**src/rtl/dp_pkg.sv**
```systemverilog
// Shared types and constants for the dot-product controller.
package dp_pkg;

  typedef enum logic [1:0] {
    IDLE  = 2'd0,
    ISSUE = 2'd1,
    WAIT  = 2'd2,
    OUT   = 2'd3
  } state_e;

  localparam int OP_W    = 4;
  localparam int PROD_W  = 8;
  localparam int MUL_LAT = 4;

endpackage

```
**src/rtl/dot_product_ctrl_if.sv**
```systemverilog
// Operand stream, multiplier link and result port of the dot-product controller.
interface dot_product_ctrl_if #(
  parameter int ACC_W = 16,
  parameter int CNT_W = 8
) ();

  logic                        in_valid_i;
  logic                        in_ready_o;
  logic [dp_pkg::OP_W-1:0]     in_a_i;
  logic [dp_pkg::OP_W-1:0]     in_b_i;
  logic                        in_last_i;

  logic                        mul_start_o;
  logic [dp_pkg::OP_W-1:0]     mul_a_o;
  logic [dp_pkg::OP_W-1:0]     mul_b_o;
  logic                        mul_busy_i;
  logic                        mul_valid_i;
  logic [dp_pkg::PROD_W-1:0]   mul_result_i;

  logic                        out_valid_o;
  logic                        out_ready_i;
  logic [ACC_W-1:0]            out_sum_o;
  logic [CNT_W-1:0]            out_terms_o;
  logic                        out_ovf_o;

  // slave = the controller; master = whatever drives pairs, multiplier results and out_ready
  modport slave (
    input  in_valid_i, in_a_i, in_b_i, in_last_i,
    input  mul_busy_i, mul_valid_i, mul_result_i,
    input  out_ready_i,
    output in_ready_o, mul_start_o, mul_a_o, mul_b_o,
    output out_valid_o, out_sum_o, out_terms_o, out_ovf_o
  );

  modport master (
    output in_valid_i, in_a_i, in_b_i, in_last_i,
    output mul_busy_i, mul_valid_i, mul_result_i,
    output out_ready_i,
    input  in_ready_o, mul_start_o, mul_a_o, mul_b_o,
    input  out_valid_o, out_sum_o, out_terms_o, out_ovf_o
  );

endinterface

```
**src/rtl/dot_product_ctrl_sat_acc.sv**
```systemverilog
// Saturating accumulator: sticks at all-ones on carry and flags it until cleared.
module sat_acc #(
  parameter int W    = 16,
  parameter int IN_W = 8
) (
  input  logic            clk_i,
  input  logic            rst_i,
  input  logic            clr_i,
  input  logic            en_i,
  input  logic [IN_W-1:0] add_i,
  output logic [W-1:0]    sum_o,
  output logic            ovf_o
);

  logic [W-1:0] sum_q, sum_d;
  logic         ovf_q, ovf_d;
  logic [W:0]   ext;

  always_comb begin
    ext   = {1'b0, sum_q} + {{(W + 1 - IN_W){1'b0}}, add_i};
    sum_d = sum_q;
    ovf_d = ovf_q;
    if (clr_i) begin
      sum_d = '0;
      ovf_d = 1'b0;
    end else if (en_i) begin
      if (ext[W]) begin
        sum_d = '1;
        ovf_d = 1'b1;
      end else begin
        sum_d = ext[W-1:0];
      end
    end
  end

  always_ff @(posedge clk_i) begin
    if (rst_i) begin
      sum_q <= '0;
      ovf_q <= 1'b0;
    end else begin
      sum_q <= sum_d;
      ovf_q <= ovf_d;
    end
  end

  assign sum_o = sum_q;
  assign ovf_o = ovf_q;

endmodule

```
**src/rtl/dot_product_ctrl.sv**
```systemverilog
// Sequences operand pairs into the shift-add multiplier and collects a saturated dot product.
//  state | meaning
//  IDLE  | ready for the next operand pair
//  ISSUE | start pulse to the multiplier (held off while it is busy)
//  WAIT  | waiting for the product, then accumulate
//  OUT   | dot product presented until the consumer takes it
module dot_product_ctrl
  import dp_pkg::*;
#(
  parameter int ACC_W = 16,
  parameter int CNT_W = 8
) (
  input logic               clk_i,
  input logic               rst_i,
  dot_product_ctrl_if.slave bus
);

  state_e            state_q, state_d;
  logic [OP_W-1:0]   a_q, b_q;
  logic              last_q;
  logic [CNT_W-1:0]  terms_q, terms_d;
  logic              take_in, acc_en, acc_clr;
  logic [ACC_W-1:0]  sum;
  logic              ovf;

  always_ff @(posedge clk_i) begin
    if (rst_i) state_q <= IDLE;
    else       state_q <= state_d;
  end

  always_comb begin
    state_d = state_q;
    unique case (state_q)
      IDLE:  if (bus.in_valid_i)   state_d = ISSUE;
      ISSUE: if (!bus.mul_busy_i)  state_d = WAIT;
      // mul_valid_i seen in ISSUE may be the previous product, so only WAIT listens
      WAIT:  if (bus.mul_valid_i)  state_d = last_q ? OUT : IDLE;
      OUT:   if (bus.out_ready_i)  state_d = IDLE;
      default:                     state_d = IDLE;
    endcase
  end

  always_comb begin
    bus.in_ready_o  = (state_q == IDLE);
    bus.mul_start_o = (state_q == ISSUE) && !bus.mul_busy_i;
    bus.out_valid_o = (state_q == OUT);
    take_in         = (state_q == IDLE) && bus.in_valid_i;
    acc_en          = (state_q == WAIT) && bus.mul_valid_i;
    acc_clr         = (state_q == OUT)  && bus.out_ready_i;
  end

  always_ff @(posedge clk_i) begin
    if (rst_i) begin
      a_q    <= '0;
      b_q    <= '0;
      last_q <= 1'b0;
    end else if (take_in) begin
      a_q    <= bus.in_a_i;
      b_q    <= bus.in_b_i;
      last_q <= bus.in_last_i;
    end
  end

  always_comb begin
    terms_d = terms_q;
    if (acc_clr)                     terms_d = '0;
    else if (acc_en && terms_q != '1) terms_d = terms_q + CNT_W'(1);
  end

  always_ff @(posedge clk_i) begin
    if (rst_i) terms_q <= '0;
    else       terms_q <= terms_d;
  end

  sat_acc #(
    .W    (ACC_W),
    .IN_W (PROD_W)
  ) u_acc (
    .clk_i (clk_i),
    .rst_i (rst_i),
    .clr_i (acc_clr),
    .en_i  (acc_en),
    .add_i (bus.mul_result_i),
    .sum_o (sum),
    .ovf_o (ovf)
  );

  assign bus.mul_a_o     = a_q;
  assign bus.mul_b_o     = b_q;
  assign bus.out_sum_o   = sum;
  assign bus.out_terms_o = terms_q;
  assign bus.out_ovf_o   = ovf;

endmodule

```
**src/flat_wrapper.sv**
```systemverilog
// flat-port wrapper written by rule: the top's interface ports become plain ports
module dot_product_ctrl_flat import dp_pkg::*;
#(
  parameter int ACC_W = 16,
  parameter int CNT_W = 8
)
  (clk_i, rst_i, bus_in_valid_i, bus_in_a_i, bus_in_b_i, bus_in_last_i, bus_mul_busy_i, bus_mul_valid_i, bus_mul_result_i, bus_out_ready_i, bus_in_ready_o, bus_mul_start_o, bus_mul_a_o, bus_mul_b_o, bus_out_valid_o, bus_out_sum_o, bus_out_terms_o, bus_out_ovf_o);
  dot_product_ctrl_if #(.ACC_W(ACC_W), .CNT_W(CNT_W)) bus_i ();
  input logic clk_i;
  input logic rst_i;
  input wire logic [$bits(bus_i.in_valid_i)-1:0] bus_in_valid_i;
  input wire logic [$bits(bus_i.in_a_i)-1:0] bus_in_a_i;
  input wire logic [$bits(bus_i.in_b_i)-1:0] bus_in_b_i;
  input wire logic [$bits(bus_i.in_last_i)-1:0] bus_in_last_i;
  input wire logic [$bits(bus_i.mul_busy_i)-1:0] bus_mul_busy_i;
  input wire logic [$bits(bus_i.mul_valid_i)-1:0] bus_mul_valid_i;
  input wire logic [$bits(bus_i.mul_result_i)-1:0] bus_mul_result_i;
  input wire logic [$bits(bus_i.out_ready_i)-1:0] bus_out_ready_i;
  output wire logic [$bits(bus_i.in_ready_o)-1:0] bus_in_ready_o;
  output wire logic [$bits(bus_i.mul_start_o)-1:0] bus_mul_start_o;
  output wire logic [$bits(bus_i.mul_a_o)-1:0] bus_mul_a_o;
  output wire logic [$bits(bus_i.mul_b_o)-1:0] bus_mul_b_o;
  output wire logic [$bits(bus_i.out_valid_o)-1:0] bus_out_valid_o;
  output wire logic [$bits(bus_i.out_sum_o)-1:0] bus_out_sum_o;
  output wire logic [$bits(bus_i.out_terms_o)-1:0] bus_out_terms_o;
  output wire logic [$bits(bus_i.out_ovf_o)-1:0] bus_out_ovf_o;
  assign bus_i.in_valid_i = bus_in_valid_i;
  assign bus_i.in_a_i = bus_in_a_i;
  assign bus_i.in_b_i = bus_in_b_i;
  assign bus_i.in_last_i = bus_in_last_i;
  assign bus_i.mul_busy_i = bus_mul_busy_i;
  assign bus_i.mul_valid_i = bus_mul_valid_i;
  assign bus_i.mul_result_i = bus_mul_result_i;
  assign bus_i.out_ready_i = bus_out_ready_i;
  assign bus_in_ready_o = bus_i.in_ready_o;
  assign bus_mul_start_o = bus_i.mul_start_o;
  assign bus_mul_a_o = bus_i.mul_a_o;
  assign bus_mul_b_o = bus_i.mul_b_o;
  assign bus_out_valid_o = bus_i.out_valid_o;
  assign bus_out_sum_o = bus_i.out_sum_o;
  assign bus_out_terms_o = bus_i.out_terms_o;
  assign bus_out_ovf_o = bus_i.out_ovf_o;
  dot_product_ctrl #(.ACC_W(ACC_W), .CNT_W(CNT_W)) u_core (.clk_i(clk_i), .rst_i(rst_i), .bus(bus_i));
endmodule
```
**config.mk**
```make
export PLATFORM = sky130hd
export DESIGN_NAME = dot_product_ctrl_flat
export DESIGN_NICKNAME = d
export VERILOG_FILES = /design/src/rtl/dp_pkg.sv /design/src/rtl/dot_product_ctrl_if.sv /design/src/rtl/dot_product_ctrl_sat_acc.sv /design/src/rtl/dot_product_ctrl.sv /design/src/flat_wrapper.sv
export SDC_FILE = /design/constraint.sdc
export NUM_CORES = 1
export LEC_CHECK = 0
export CORE_MARGIN = 5
export CORE_UTILIZATION = 47
export CTS_BUF_LIST = sky130_fd_sc_hd__clkbuf_16
export DETAILED_ROUTE_END_ITERATION = 7
export PLACE_DENSITY = 0.8
export SKIP_CTS_REPAIR_TIMING = 1
export SYNTH_ARGS = -nofsm -noshare
export SYNTH_HDL_FRONTEND = slang
export SYNTH_SLANG_ARGS = --single-unit
```
**constraint.sdc**
```tcl
create_clock -name clk_i -period 2.45 [get_ports clk_i]
set_input_delay 0.49 -clock clk_i [delete_from_list [all_inputs] [get_ports clk_i]]
set_output_delay 0.49 -clock clk_i [all_outputs]
set_load 0.01 [all_outputs]
```
==> results of run 1 <==
[sequential cells by signal (all words and copies together) (netlist names)]
register and cells:
u_core.bus.out_terms_o 8, u_core.bus.mul_a_o 4, u_core.state_q 2, u_core.last_q 1
u_core.bus.mul_b_o 4, u_core.u_acc.ovf_o 1, u_core.u_acc.sum_o 16
[stage by stage]
stage / power, uW / util (%)
final: 1460 / 68.9
after global routing: 1520 / 68.9
after CTS: 1470 / 68.6
after detailed placement: 879 / 65.3
after global placement: 876 / 65.3
after floorplan: 769 / -
[power groups by stage]
stage               Sequential, uW  Combinational [uW]  Clock, uW
floorplan                      640                 129          0
CTS                            626                 243        600
global route                   630                 266        623
detailed placement             638                 241          0
finish                         626                 243        586
global placement               638                 237          0
[layout make-up]
cell class / count / share of cell area (%)
clock buffer: 5 / 4.54
clock inverter: 2 / 0.272
inverter: 5 / 0.681
multi-input combinational: 174 / 41.8
sequential: 36 / 26.1
tap: 50 / 2.27
timing repair buffer: 70 / 24.3
[worst max-delay path by stage]
| stage | startpoint | end | cells after the start |
|---|---|---|---|
| 2_1_floorplan | bus_mul_result_i[0] | u_core.u_acc.sum_o[11]$_SDFFE_PP0P_ | 7 |
| 3_3_place_gp | bus_mul_result_i[0] | u_core.u_acc.sum_o[11]$_SDFFE_PP0P_ | 8 |
| 3_5_place_dp | bus_mul_result_i[0] | u_core.u_acc.sum_o[11]$_SDFFE_PP0P_ | 8 |
| 4_1_cts | bus_mul_result_i[0] | u_core.u_acc.sum_o[11]$_SDFFE_PP0P_ | 8 |
| 5_1_grt | bus_mul_result_i[0] | u_core.u_acc.sum_o[9]$_SDFFE_PP0P_ | 8 |
| 6_report | bus_mul_result_i[0] | u_core.u_acc.sum_o[9]$_SDFFE_PP0P_ | 8 |
[placed cells by master (no fill, tap or decap), types with 3 or more instances in the layout]
| cell type | Yosys | routed |
|---|---|---|
| a211oi_4 | 3 | 4 |
| a21o_1 | 3 | 3 |
| a21oi_1 | 27 | 27 |
| a31oi_1 | 7 | 7 |
| and2_2 | 4 | 4 |
| and4_1 | 4 | 4 |
| buf_4 | 0 | 12 |
| clkbuf_16 | 0 | 5 |
| clkdlybuf4s50_1 | 0 | 58 |
| dfxtp_1 | 36 | 36 |
| ha_1 | 9 | 9 |
| inv_1 | 4 | 4 |
| nand2_1 | 27 | 27 |
| nand3_1 | 4 | 4 |
| nor2_1 | 17 | 17 |
| nor3_1 | 7 | 7 |
| o21ai_0 | 14 | 14 |
| xnor2_1 | 7 | 7 |
| xor2_1 | 4 | 4 |
[Yosys cell counts (all sizes together)]
cell type and count:
a2111oi 1, a211oi 7, a21o 5, a21oi 28
a221oi 1, a22o 1, a31oi 7, and2 6
and3 2, and3b 1, and4 5, buf 4
clkbuf 4, dfxtp 36, fa 1, ha 9
inv 5, mux2i 1, nand2 28, nand3 4
nand3b 1, nand4 1, nor2 17, nor2b 1
nor3 7, nor3b 2, o211a 1, o211ai 2
o21a 1, o21ai 16, o21bai 1, o31ai 2
or2 1, or3 2, or4 1, xnor2 7
xor2 4
[critical path: stages]
cell	delay [ns]
clkdlybuf4s50_1	0.47
ha_1	0.18
fa_1	0.23
a211oi_2	0.09
or3_4	0.42
a211oi_4	0.31
a211oi_4	0.07
a221oi_2	0.23
[metal layers]
| layer | GRT usage (%) | share of wire [%] | up-vias |
|---|---|---|---|
| li1 | - | - | 940 |
| met1 | 21.6 | 45 | 854 |
| met2 | 33.3 | 48 | 43 |
| met3 | 4.46 | 5.1 | 7 |
| met4 | 7.44 | 1.3 | 0 |
| met5 | 0 | 0 | - |
[cell families after synthesis]
group / synth area share (%)
simple gates: 20.9
buf+inv: 3.69
xor+xnor: 4.99
flops: 37.3
mux: 0.518
fa+ha+maj: 6.87
compound gates: 25.8
==> metrics.cfg, run 1 <==
[timing]
fin_crit_ns=2.30
final_max_slew_viol_count=0
relSlewSlack_pct=72.4
fin_crit_sh_pct=94.1
fin_ws_ns=0.145
rsz0062_at_grt=false
tightest_slew_ns=0.412
hold_viol_final=0
setup_viol=0
fin_skew_ns=0.00279
max_freq_ghz=0.434
finalSetupTns_ns=0
hold_slack_ns=0.452

[hold_path]
min_path_cells=2
hold_end=u_core.bus.mul_a_o[3]$_SDFFE_PP0P_
hold_path.startpoint=u_core.bus.mul_a_o[3]$_SDFFE_PP0P_
hold_class=flip-flop to flip-flop

[routing]
drt.antenna.violating_nets=0
first_iter_violations=107
dr.pass1.iters=4
wl_mm=4.72
wl_per_cell_um=13.8
vias_per_cell=5.39
vias=1844
drc=0

[floorplan]
dieArea_um2=5490
start_util_pct=48.3
die_x_um=74.1
io_pins=59
die_height_um=74.1
placementRows=23
fp.coreArea_um2=4000

[clock_tree]
cts_tree=done
path_clk_slew_ns=0.05
cts_sinks=36
cts-root-buf=clkbuf_16
clk_path_buf_depth=2
cts_buffers=5
htreeDepth=2
insertion_delay_ns=0.27

[global_route]
antenna_found_initial=0
grt_max_degree=16
grt.total_usage_pct=18.7
grt_pass1_wl_mm=8.01
gr-total-overflow=0
grt_pass1_vias=1852

[finish]
stdcell_count=342
synthToLayoutAreaGrowth_pct=42.7
n_fill_cell=330
design_area_um2=2760
drive_gt1_share_pct=12.3
diodes=0
regArea_um2=721
multiInputGateArea_um2=1150
nets=325

[logic_synthesis]
synth_cell_types=49
syn_nets=256
ys_seq_area_share_pct=37.3
synth_top_area_share_pct=37.3
synth_top_area_cell=dfxtp_1
syn_avg_cell_area_um2=8.66
yosys_warnings=0
synth-seq-cells=36
ys_top_cells_by_area=dfxtp_1, a21oi_1, ha_1
syn_area_um2=1930
synth_cells=223

[critical_path]
crit_arrival_ns=2.49
rrSetupSlack_ns=0.47
criticalPathCategory=primary input to flip-flop
r2r_start=u_core.u_acc.sum_o[0]$_SDFFE_PP0P_
end_kind=flip-flop
worstPathMaxFanout=3
ff2ff_path_depth=7
cp.required_ns=2.64
r2r_end=u_core.u_acc.sum_o[9]$_SDFFE_PP0P_
cp-start-kind=primary input

[power_and_ir_drop]
switching_share_pct=24.3
netSwitchingPower_uw=353
max-vdd-ir-drop_mv=0.329
powerDensity_nw_per_um2=528
p_int_uw=1100
power_frac_comb_pct=16.7
p_leak_uw=0.00106
power_frac_seq_pct=43.0
pwr-share-clk_pct=40.3

[job]
cap_viol_max_count=0

[place]
dpl-instance-area_um2=2610
dp.cells=335
port_buffers=58
gp_congestion=0.847
pre_cts_ws_ns=-0.234
hpwl_mm=3.53

[status]
status=complete, no violations

Note: power is estimated with default switching activity, not from simulation.
==> run 2: changes to the inputs <==
CTS_CLUSTER_DIAMETER = 80   (was default)
==> results of run 2 <==
The final DEF is identical to that of run 1; final timing and power are the same.
